File: config.mk
export PLATFORM = sky130hd
export DESIGN_NAME = imem_loader
export DESIGN_NICKNAME = d
export VERILOG_FILES = /design/src/rtl/imem_loader_pkg.sv /design/src/rtl/loader_timeout.sv /design/src/rtl/imem_loader.sv
export SDC_FILE = /design/constraint.sdc
export NUM_CORES = 1
export LEC_CHECK = 0
export CAP_MARGIN = 15
export CORE_MARGIN = 2
export CORE_UTILIZATION = 40
export CTS_BUF_LIST = sky130_fd_sc_hd__clkbuf_8
export CTS_CLUSTER_SIZE = 25
export DETAILED_ROUTE_END_ITERATION = 12
export PLACE_DENSITY_LB_ADDON = 0.08
export SLEW_MARGIN = 40
export SYNTH_ARGS = -nofsm -noshare
export SYNTH_HDL_FRONTEND = slang
export SYNTH_SLANG_ARGS = --single-unit
File: constraint.sdc
create_clock -name clk -period 6.39 [get_ports clk]
set_input_delay 1.917 -clock clk [delete_from_list [all_inputs] [get_ports clk]]
set_output_delay 1.917 -clock clk [all_outputs]
set_load 0.01 [all_outputs]
File: src/rtl/imem_loader_pkg.sv
// Shared types and constants for the boot-time instruction memory loader.
package imem_loader_pkg;

  localparam int INSN_WIDTH     = 16;
  localparam int DEFAULT_ADDR_W = 8;

  typedef enum logic [2:0] {
    IDLE = 3'd0,
    HI   = 3'd1,
    LO   = 3'd2,
    CSUM = 3'd3,
    DONE = 3'd4,
    ERR  = 3'd5
  } state_t;

  // Modulo-256 running checksum step.
  function automatic logic [7:0] csum_add(input logic [7:0] acc, input logic [7:0] b);
    return acc + b;
  endfunction

endpackage

File: src/rtl/loader_timeout.sv
// Idle-cycle counter for the loader: counts enabled cycles since the last
// clear and flags once TIMEOUT cycles have elapsed.
module loader_timeout #(
  parameter int TIMEOUT = 255
) (
  input  logic clk,
  input  logic rst,
  input  logic clr,
  input  logic en,
  output logic expired
);

  localparam int CW = $clog2(TIMEOUT + 1);
  localparam logic [CW-1:0] TMAX = CW'(TIMEOUT);

  logic [CW-1:0] cnt_r;
  logic [CW-1:0] cnt_s;
  logic          expired_r;

  // Next count: saturates at TMAX so expired stays asserted until cleared.
  always_comb begin
    cnt_s = cnt_r;
    if (clr) begin
      cnt_s = '0;
    end else if (en && (cnt_r != TMAX)) begin
      cnt_s = cnt_r + CW'(1'b1);
    end else begin
      cnt_s = cnt_r;
    end
  end

  // Counter and registered expiry flag.
  always_ff @(posedge clk) begin
    if (rst) begin
      cnt_r     <= '0;
      expired_r <= 1'b0;
    end else begin
      cnt_r     <= cnt_s;
      expired_r <= (cnt_s == TMAX);
    end
  end

  assign expired = expired_r;

endmodule

File: src/rtl/imem_loader.sv
// Boot loader: receives a framed, checksummed byte stream, writes 16-bit
// instructions from address 0 and holds the core in reset until verified.
module imem_loader
  import imem_loader_pkg::*;
#(
  parameter int ADDR_W  = DEFAULT_ADDR_W,
  parameter int INSN_W  = INSN_WIDTH,
  parameter int TIMEOUT = 255
) (
  input  logic              clk,
  input  logic              rst,
  input  logic              in_valid,
  input  logic [7:0]        in_byte,
  output logic              in_ready,
  input  logic              reload,
  output logic              wr_en,
  output logic [ADDR_W-1:0] wr_addr,
  output logic [INSN_W-1:0] wr_data,
  output logic              core_rst,
  output logic              done,
  output logic              err
);

  // One extra bit so COUNT=0 can represent a full 2^ADDR_W image.
  localparam int CNT_W = ADDR_W + 1;
  localparam logic [CNT_W-1:0] FULL_CNT = CNT_W'(1'b1) << ADDR_W;

  state_t            state_r, state_s;
  logic [ADDR_W-1:0] addr_r, addr_s;
  logic [CNT_W-1:0]  cnt_r, cnt_s;
  logic [7:0]        hi_r, hi_s;
  logic [7:0]        sum_r, sum_s;
  logic              wr_en_r, wr_en_s;
  logic [ADDR_W-1:0] wr_addr_r, wr_addr_s;
  logic [INSN_W-1:0] wr_data_r, wr_data_s;
  logic              in_ready_r, core_rst_r, done_r, err_r;
  logic              xfer_s, active_s, expired_s;

  assign xfer_s   = in_valid && in_ready_r;
  assign active_s = (state_r == HI) || (state_r == LO) || (state_r == CSUM);

  loader_timeout #(.TIMEOUT(TIMEOUT)) u_timeout (
    .clk     (clk),
    .rst     (rst),
    .clr     (xfer_s || !active_s),
    .en      (active_s),
    .expired (expired_s)
  );

  // Next-state, byte assembly, checksum and address logic.
  always_comb begin
    state_s   = state_r;
    addr_s    = addr_r;
    cnt_s     = cnt_r;
    hi_s      = hi_r;
    sum_s     = sum_r;
    wr_en_s   = 1'b0;
    wr_addr_s = wr_addr_r;
    wr_data_s = wr_data_r;
    case (state_r)
      IDLE: begin
        if (xfer_s) begin
          state_s = HI;
          cnt_s   = (in_byte == 8'd0) ? FULL_CNT : CNT_W'(in_byte);
          sum_s   = in_byte;
          addr_s  = '0;
        end else begin
          state_s = IDLE;
        end
      end
      HI: begin
        if (xfer_s) begin
          hi_s    = in_byte;
          sum_s   = csum_add(sum_r, in_byte);
          state_s = LO;
        end else if (expired_s) begin
          state_s = ERR;
        end else begin
          state_s = HI;
        end
      end
      LO: begin
        if (xfer_s) begin
          wr_en_s   = 1'b1;
          wr_addr_s = addr_r;
          wr_data_s = {hi_r, in_byte};
          addr_s    = addr_r + ADDR_W'(1'b1);
          cnt_s     = cnt_r - CNT_W'(1'b1);
          sum_s     = csum_add(sum_r, in_byte);
          state_s   = (cnt_r == CNT_W'(1'b1)) ? CSUM : HI;
        end else if (expired_s) begin
          state_s = ERR;
        end else begin
          state_s = LO;
        end
      end
      CSUM: begin
        if (xfer_s) begin
          sum_s   = csum_add(sum_r, in_byte);
          state_s = (csum_add(sum_r, in_byte) == 8'd0) ? DONE : ERR;
        end else if (expired_s) begin
          state_s = ERR;
        end else begin
          state_s = CSUM;
        end
      end
      DONE, ERR: begin
        if (reload) begin
          state_s = IDLE;
          addr_s  = '0;
          cnt_s   = '0;
          sum_s   = 8'd0;
        end else begin
          state_s = state_r;
        end
      end
      default: begin
        state_s = IDLE;
      end
    endcase
  end

  // State and registered outputs; status flags follow the next state.
  always_ff @(posedge clk) begin
    if (rst) begin
      state_r    <= IDLE;
      addr_r     <= '0;
      cnt_r      <= '0;
      hi_r       <= 8'd0;
      sum_r      <= 8'd0;
      wr_en_r    <= 1'b0;
      wr_addr_r  <= '0;
      wr_data_r  <= '0;
      in_ready_r <= 1'b1;
      core_rst_r <= 1'b1;
      done_r     <= 1'b0;
      err_r      <= 1'b0;
    end else begin
      state_r    <= state_s;
      addr_r     <= addr_s;
      cnt_r      <= cnt_s;
      hi_r       <= hi_s;
      sum_r      <= sum_s;
      wr_en_r    <= wr_en_s;
      wr_addr_r  <= wr_addr_s;
      wr_data_r  <= wr_data_s;
      in_ready_r <= (state_s != DONE) && (state_s != ERR);
      core_rst_r <= (state_s != DONE);
      done_r     <= (state_s == DONE);
      err_r      <= (state_s == ERR);
    end
  end

  assign in_ready = in_ready_r;
  assign wr_en    = wr_en_r;
  assign wr_addr  = wr_addr_r;
  assign wr_data  = wr_data_r;
  assign core_rst = core_rst_r;
  assign done     = done_r;
  assign err      = err_r;

endmodule

==> impl_results.rst, run 1 <==
.. list-table::
   :header-rows: 1

   * - Metric
     - Value
   * - Fraction of the yosys area taken by sequential cells
     - 40.9%
   * - Net Sw Frac
     - 27.0%
   * - Number of antenna violations at the first check in global routing
     - 0
   * - Critical Path Slowest Stage Cell
     - sky130_fd_sc_hd__clkdlybuf4s50_1
   * - Placeable core region
     - 8760 sq um
   * - Maximum number of pins on one net before global-route repair
     - 56
   * - Tmin final
     - 4.37 ns
   * - Nets in the synthesized netlist
     - 458
   * - Summed negative setup slack over all endpoints
     - 0 ns
   * - Number of distinct library cells after synthesis
     - 58
   * - Critical path peak fanout
     - 6
   * - Destination of the worst register-to-register timing path
     - state_r[0]
   * - Total area of multi-input combinational cells
     - 2000 sq um
   * - Max Clock Freq
     - 0.229 GHz
   * - Worst-margin pin slew
     - 0.733 ns
   * - Leak
     - 1.48 nW
   * - Status
     - finished, final reports clean
   * - Gr usage total
     - 17.4%
   * - Global-route wire length before repair
     - 14.1 mm
   * - GP Congestion
     - 0.805
   * - Ranking of synthesized cells by area
     - sky130_fd_sc_hd__dfxtp_1 (41%), sky130_fd_sc_hd__nand2_1 (8.3%), sky130_fd_sc_hd__a21oi_1 (6.4%)
   * - Setup violations, final
     - 0
   * - H-tree levels
     - 3
   * - Portion of total power attributed to sequential cells
     - 44.8%
   * - Total setup buffers inserted after CTS
     - 0
   * - Resize count post-CTS
     - 0
   * - Post-layout power
     - 0.00110 W
   * - Count of hold-fix buffers inserted at cts
     - 0
   * - Worst path most repeated cell
     - sky130_fd_sc_hd__nor3_1
   * - Number of detailed-route iterations in the first pass
     - 5
   * - Clock Skews
     - 0.0102 ns
   * - Vias
     - 3182
   * - RSZ-0062 raised after global routing
     - false
   * - Boundary Pins
     - 41
   * - Count of mapped cells out of synthesis
     - 434
   * - Cell-by-cell trace of the critical path
     - clkdlybuf4s50_1 -> ha_1 -> fa_1 -> a211oi_1 -> nor3_1 -> or3b_1 -> nor3_1 -> a21oi_1
   * - Number of nets in the layout
     - 490
   * - Worst max-slew margin expressed relative to the limit
     - 50.7%
   * - Number of hold violations in the final report
     - 0
   * - Crit path buffers/inverters
     - 1
   * - Antenna Violating Nets Remaining
     - 0
   * - Total net switching power
     - 0.000297 W
   * - Drt via density
     - 5.50
   * - Critical path's largest stage delay
     - 0.53 ns
   * - Startpoint of the tightest hold check path
     - wr_data[12]
   * - Largest buffer count on any clock path
     - 2
   * - Syn Std Cell Area
     - 3620 sq um
   * - Detail-routed net length per standard cell
     - 14.6 microns
   * - Clock Power Share
     - 40.1%
   * - Number of synthesized register bits
     - 74
   * - Crit path DAT
     - 4.58 ns
   * - Die outline width
     - 99.2 microns
   * - Initial DRC count
     - 107
   * - Via count of the first global-routing pass
     - 2960
   * - End of the worst hold path
     - wr_data[12]
   * - Starting Density
     - 41.4%
   * - Power per Cell Area
     - 255 nW/um^2
   * - Antenna Cells
     - 0
   * - Worst Reg-to-Reg Cells
     - 7
   * - CTS tree
     - done
   * - Yosys synthesis warning count
     - 0
   * - Most frequent standard cell in the layout excluding fill and tap cells
     - sky130_fd_sc_hd__nand2_1
   * - Combinational cell fraction of total power
     - 15.1%
   * - Overall overflow remaining after global route
     - 0
   * - CTS clk-pin slew, worst paths
     - 0.08 ns
   * - Hold Crit Depth
     - 2
   * - Required time at the endpoint of the critical path
     - 6.60 ns
   * - Clock latency reported for the late side of the worst-skew pair
     - 0.34 ns
   * - Commonest cells after routing, fill and taps aside
     - sky130_fd_sc_hd__nand2_1 (79), sky130_fd_sc_hd__dfxtp_1 (74), sky130_fd_sc_hd__a21oi_1 (46)
   * - Buffers added on ports
     - 40
   * - Area growth from synthesis to layout
     - 18.9%
   * - Filler cell count
     - 881
   * - Number of flops mapped to enable cells by yosys
     - 0
   * - Crit path max-delay family
     - simple AND/OR/NAND/NOR gates
   * - CTS Buf Count
     - 9
   * - Total wire length
     - 8.46 mm
   * - Clock net sink count
     - 74
   * - Prevailing post-synth register cell
     - sky130_fd_sc_hd__dfxtp_1
   * - Pins Over Slew Limit
     - 0
   * - Critical R2R Launch
     - sum_r[0]
   * - Avg Inst Size Synth
     - 8.35 sq um
   * - Worst setup SP type
     - primary input
   * - Ratio of cells with drive above 1 in the final layout
     - 7.22%
   * - Power Internal
     - 0.000803 W
   * - Share of the synthesized area in the top cell type
     - 40.9%
   * - Post-route DRC violation count
     - 0
   * - Std-Cell Rows
     - 34
   * - Footprint of the flip-flops and latches
     - 1480 sq um
   * - Worst voltage drop across the vdd grid
     - 0.000127 V
   * - Worst hold-check path type
     - reg2reg
   * - Capturing element type of the critical path
     - flop
   * - Leading area contributor after synthesis
     - sky130_fd_sc_hd__dfxtp_1
   * - Die Footprint
     - 9840 sq um
   * - Placed wire-length estimate after detailed placement
     - 5.67 mm
   * - Max-cap viol count
     - 0
   * - Start-to-end type of the worst setup path
     - in2reg
   * - Clock root cell
     - sky130_fd_sc_hd__clkbuf_8
   * - Die outline height
     - 99.2 microns
   * - Share of synthesized flip-flops with an asynchronous set or reset
     - 0%
   * - Register-to-register path setup slack
     - 3.90 ns
   * - Share of the clock period used by the worst path after layout
     - 68.4%
## final cells by class
type | count | area share (%)
Sequential cell | 74 | 34.4
Clock buffer | 9 | 2.87
Multi-Input combinational cell | 329 | 46.4
Inverter | 9 | 0.784
Tap cell | 108 | 3.14
Clock inverter | 7 | 2.76
Timing Repair Buffer | 43 | 9.70
## metal layers
layer  vias up  track usage, %  wire length (microns)
met5         -               0                      0
met4         0            5.69                    112
met3         8            2.67                    219
met2        42            27.8                   3840
met1      1532            24.3                   4300
li1       1600               -                      -
## sequential cells by signal, indices dropped and copies added (netlist names)
register	flops
addr_r	8
cnt_r	9
core_rst	1
done	1
err	1
hi_r	8
in_ready	1
state_r	3
sum_r	8
u_timeout.cnt_r	8
u_timeout.expired	1
wr_addr	8
wr_data	16
wr_en	1
## synthesized netlist by cell type (3+ instances only)
cell,number
sky130_fd_sc_hd__a211oi_1,11
sky130_fd_sc_hd__a21o_1,3
sky130_fd_sc_hd__a21oi_1,46
sky130_fd_sc_hd__a22oi_1,7
sky130_fd_sc_hd__a32o_1,4
sky130_fd_sc_hd__and3_1,4
sky130_fd_sc_hd__buf_2,9
sky130_fd_sc_hd__buf_6,4
sky130_fd_sc_hd__clkbuf_1,8
sky130_fd_sc_hd__dfxtp_1,74
sky130_fd_sc_hd__ha_1,11
sky130_fd_sc_hd__inv_1,9
sky130_fd_sc_hd__mux2i_1,10
sky130_fd_sc_hd__nand2_1,80
sky130_fd_sc_hd__nand2b_1,3
sky130_fd_sc_hd__nand3_1,7
sky130_fd_sc_hd__nand4_1,3
sky130_fd_sc_hd__nor2_1,45
sky130_fd_sc_hd__nor3_1,10
sky130_fd_sc_hd__nor3b_1,3
sky130_fd_sc_hd__nor4_1,4
sky130_fd_sc_hd__o21ai_0,17
sky130_fd_sc_hd__or3_1,3
sky130_fd_sc_hd__xnor2_1,7
sky130_fd_sc_hd__xor2_1,9
## worst register-to-register path, stage by stage, from the launching register on
cell,delay [ns]
sky130_fd_sc_hd__dfxtp_1,0.32
sky130_fd_sc_hd__ha_1,0.22
sky130_fd_sc_hd__fa_1,0.43
sky130_fd_sc_hd__a211oi_1,0.43
sky130_fd_sc_hd__nor3_1,0.10
sky130_fd_sc_hd__or3b_1,0.42
sky130_fd_sc_hd__nor3_1,0.31
sky130_fd_sc_hd__a21oi_1,0.12
## cells by family (layout without fill, tap and decap cells)
kind of cell             Yosys count  count (layout)  share of synthesized area, %
AO/OA/AOI/OAI                    114             114                          21.1
XOR/XNOR                          16              16                          3.87
adder cells (fa/ha/maj)           12              12                          4.35
buffers and inverters             31              68                          4.35
flip-flops                        74              74                          40.9
multiplexers                      11              11                          3.07
AND/OR/NAND/NOR                  176             176                          22.4
## stage by stage
stage,worst slack [ns],instances,instance area [sq um],hold WS [ns],util [%]
after floorplan,2.55,434,3620,0.431,-
after CTS,2.03,579,4310,0.458,49.2
after global placement,1.77,563,4060,0.440,46.3
after detailed placement,1.69,563,4070,0.446,46.4
after global routing,1.90,579,4310,0.477,49.2
final,2.02,579,4310,0.454,49.2
## power by group through the flow
stage	registers (W)	logic [W]	clock network (W)
floorplan	0.000497	0.000128	0
global placement	0.000502	0.000163	0
detailed placement	0.000503	0.000167	0
CTS	0.000492	0.000167	0.000450
global route	0.000495	0.000185	0.000472
finish	0.000492	0.000166	0.000441
## worst max path at each step
| stage | start | end | slack [ns] | cells past startpoint |
|---|---|---|---|---|
| after floorplan | in_byte[0] | core_rst | 2.55 | 7 |
| after global placement | in_byte[0] | core_rst | 1.77 | 8 |
| after detailed placement | in_byte[0] | state_r[0] | 1.69 | 8 |
| after CTS | in_byte[0] | state_r[0] | 2.03 | 8 |
| after global routing | in_byte[0] | state_r[0] | 1.90 | 8 |
| final | in_byte[0] | state_r[0] | 2.02 | 8 |
(Power assumes the default switching activity.)
==> run 2, diff against run 1 <==
==> constraint.sdc (replaced) <==
create_clock -name clk -period 3.6 [get_ports clk]
set_input_delay 1.08 -clock clk [delete_from_list [all_inputs] [get_ports clk]]
set_output_delay 1.08 -clock clk [all_outputs]
set_load 0.01 [all_outputs]
==> run 2 against run 1 <==
Net effect: worst setup slack worse by 1.8 ns; hold slack hardly changed; highest routed layer unchanged; register-to-register slack worse by 2.7 ns; sequential share of layout area is 0.64 points lower.
==> impl_results.rst, run 2 (synthesized netlist as in run 1, its figures left out) <==
.. list-table::
   :header-rows: 1

   * - Metric
     - Value
   * - Status
     - finished, final reports clean (unchanged)
   * - Pins Over Slew Limit
     - 0 (unchanged)
   * - Critical Path Slowest Stage Cell
     - sky130_fd_sc_hd__clkdlybuf4s50_1 (unchanged)
   * - Clock Power Share
     - 40.0% (was 40.1%)
   * - Crit path buffers/inverters
     - 1 (unchanged)
   * - Critical path's largest stage delay
     - 0.47 ns (was 0.53 ns)
   * - Power Internal
     - 0.00143 W (was 0.000803 W)
   * - Portion of total power attributed to sequential cells
     - 44.5% (was 44.8%)
   * - Clock latency reported for the late side of the worst-skew pair
     - 0.35 ns (was 0.34 ns)
   * - Antenna Violating Nets Remaining
     - 0 (unchanged)
   * - Worst hold-check path type
     - reg2reg (unchanged)
   * - Initial DRC count
     - 148 (was 107)
   * - Power per Cell Area
     - 448 nW/um^2 (was 255 nW/um^2)
   * - Maximum number of pins on one net before global-route repair
     - 41 (was 56)
   * - Post-route DRC violation count
     - 0 (unchanged)
   * - Number of nets in the layout
     - 501 (was 490)
   * - Worst max-slew margin expressed relative to the limit
     - 60.7% (was 50.7%)
   * - Cell-by-cell trace of the critical path
     - clkdlybuf4s50_1 -> ha_1 -> fa_1 -> a211oi_1 -> nor3_1 -> or3b_1 -> nor4_2 -> a21oi_1 (was clkdlybuf4s50_1 -> ha_1 -> fa_1 -> a211oi_1 -> nor3_1 -> or3b_1 -> nor3_1 -> a21oi_1)
   * - Drt via density
     - 5.39 (was 5.50)
   * - Total setup buffers inserted after CTS
     - 0 (unchanged)
   * - Gr usage total
     - 18.0% (was 17.4%)
   * - Die outline width
     - 99.2 microns (unchanged)
   * - Placeable core region
     - 8760 sq um (unchanged)
   * - Buffers added on ports
     - 40 (unchanged)
   * - Via count of the first global-routing pass
     - 3025 (was 2960)
   * - Overall overflow remaining after global route
     - 0 (unchanged)
   * - Worst setup SP type
     - primary input (unchanged)
   * - Largest buffer count on any clock path
     - 2 (unchanged)
   * - Capturing element type of the critical path
     - flop (unchanged)
   * - H-tree levels
     - 3 (unchanged)
   * - Std-Cell Rows
     - 34 (unchanged)
   * - Area growth from synthesis to layout
     - 21.1% (was 18.9%)
   * - Boundary Pins
     - 41 (unchanged)
   * - Max Clock Freq
     - 0.298 GHz
   * - Crit path DAT
     - 3.59 ns (was 4.58 ns)
   * - Leak
     - 1.53 nW (was 1.48 nW)
   * - Filler cell count
     - 887 (was 881)
   * - Starting Density
     - 41.4% (unchanged)
   * - Placed cell area
     - 4140 sq um (was 4070 sq um)
   * - Clock net sink count
     - 74 (unchanged)
   * - Most frequent standard cell in the layout excluding fill and tap cells
     - sky130_fd_sc_hd__nand2_1 (unchanged)
   * - RSZ-0062 raised after global routing
     - false (unchanged)
   * - Number of detailed-route iterations in the first pass
     - 5 (unchanged)
   * - Die outline height
     - 99.2 microns (unchanged)
   * - Required time at the endpoint of the critical path
     - 3.83 ns (was 6.60 ns)
   * - Total wire length
     - 8.52 mm (was 8.46 mm)
   * - Start-to-end type of the worst setup path
     - in2reg (unchanged)
   * - Resize count post-CTS
     - 0 (unchanged)
   * - Die Footprint
     - 9840 sq um (unchanged)
   * - Total net switching power
     - 0.000532 W (was 0.000297 W)
   * - Vias
     - 3178 (was 3182)
   * - Setup violations, final
     - 0 (unchanged)
   * - Clock Skews
     - 0.00732 ns (was 0.0102 ns)
   * - Clock root cell
     - sky130_fd_sc_hd__clkbuf_8 (unchanged)
   * - Tmin final
     - 3.36 ns
   * - Worst voltage drop across the vdd grid
     - 0.000191 V (was 0.000127 V)
   * - Flip-flop count of the largest register after layout
     - 16 (unchanged)
   * - Ratio of cells with drive above 1 in the final layout
     - 9.13% (was 7.22%)
   * - Antenna Cells
     - 0 (unchanged)
   * - Number of hold violations in the final report
     - 0 (unchanged)
   * - Final design utilization
     - 50.1% (was 49.2%)
   * - Count of hold-fix buffers inserted at cts
     - 0 (unchanged)
   * - CTS Buf Count
     - 9 (unchanged)
   * - Register-to-register path setup slack
     - 1.18 ns (was 3.90 ns)
   * - Worst Reg-to-Reg Cells
     - 7 (unchanged)
   * - CTS tree
     - done (unchanged)
   * - Commonest cells after routing, fill and taps aside
     - sky130_fd_sc_hd__nand2_1 (80), sky130_fd_sc_hd__dfxtp_1 (74), sky130_fd_sc_hd__a21oi_1 (46) (was sky130_fd_sc_hd__nand2_1 (79), sky130_fd_sc_hd__dfxtp_1 (74), sky130_fd_sc_hd__a21oi_1 (46))
   * - Worst-margin pin slew
     - 0.588 ns (was 0.733 ns)
   * - Detail-routed net length per standard cell
     - 14.4 microns (was 14.6 microns)
   * - Crit path max-delay family
     - simple AND/OR/NAND/NOR gates (unchanged)
   * - Post-route standard cell area excluding fillers
     - 4390 sq um (was 4310 sq um)
   * - GP Congestion
     - 0.874 (was 0.805)
   * - CTS clk-pin slew, worst paths
     - 0.08 ns (about the same)
   * - Max-cap viol count
     - 0 (unchanged)
   * - Hold Crit Depth
     - 2 (unchanged)
   * - Share of the clock period used by the worst path after layout
     - 93.3%
   * - Number of antenna violations at the first check in global routing
     - 0 (unchanged)
   * - Critical path peak fanout
     - 3 (was 6)
   * - Global-route wire length before repair
     - 14.3 mm (was 14.1 mm)
   * - Placed wire-length estimate after detailed placement
     - 5.83 mm (was 5.67 mm)
   * - Net Sw Frac
     - 27.1% (was 27.0%)
   * - Combinational cell fraction of total power
     - 15.5% (was 15.1%)
   * - Logic depth of the worst setup path including buffers
     - 8 (unchanged)
## run 2: final timing paths
| path | end | from |
|---|---|---|
| worst min register to register | wr_data[3] | wr_data[3] |
| worst max register to register | core_rst | sum_r[0] |
| worst min-delay path | wr_data[3] | wr_data[3] |
| worst max-delay path | core_rst | in_byte[0] |
## run 2: routing by layer
metal / part of all wire (%) / GRT usage, % / wire length (microns)
met5: 0 / 0 / 0
met4: 2.1 / 8.11 / 175
met3: 4.1 / 3.51 / 352
met2: 44 / 27.5 / 3710
met1: 50 / 24.7 / 4280
## run 2: worst reg2reg max path, cell delays in order (launching register included)
cell and delay (ns):
sky130_fd_sc_hd__dfxtp_1 0.32, sky130_fd_sc_hd__ha_1 0.21, sky130_fd_sc_hd__fa_1 0.43, sky130_fd_sc_hd__a211oi_1 0.38, sky130_fd_sc_hd__nor3_1 0.11, sky130_fd_sc_hd__or3b_1 0.42
sky130_fd_sc_hd__nor4_2 0.32, sky130_fd_sc_hd__a21oi_1 0.10
## run 2: stage by stage
step / hold slack, ns / total power, W / TNS, ns / setup WS (ns) / cells
final: 0.454 / 0.00196 / 0 / 0.241 / 590
after CTS: 0.457 / 0.00198 / 0 / 0.272 / 590
after global placement: 0.442 / 0.00119 / -0.110 / -0.0709 / 574
after floorplan: 0.431 / 0.00111 / 0 / 0.602 / 434
after detailed placement: 0.443 / 0.00120 / -0.201 / -0.0867 / 574
after global routing: 0.472 / 0.00206 / 0 / 0.0989 / 590
## run 2: area by class of cell
| type | count | area (sq um) | share of cell area, % |
|---|---|---|---|
| Clock inverter | 7 | 118 | 2.68 |
| Multi-Input combinational cell | 329 | 2000 | 45.5 |
| Tap cell | 108 | 135 | 3.08 |
| Sequential cell | 74 | 1480 | 33.7 |
| Timing Repair Buffer | 54 | 500 | 11.4 |
| Clock buffer | 9 | 124 | 2.82 |
| Inverter | 9 | 33.8 | 0.769 |
## run 2: power by group through the flow
stage	Combinational [W]	Sequential [W]	Clock [W]
floorplan	0.000227	0.000883	0
global placement	0.000299	0.000892	0
detailed placement	0.000304	0.000893	0
CTS	0.000304	0.000874	0.000806
global route	0.000338	0.000880	0.000843
finish	0.000304	0.000875	0.000786
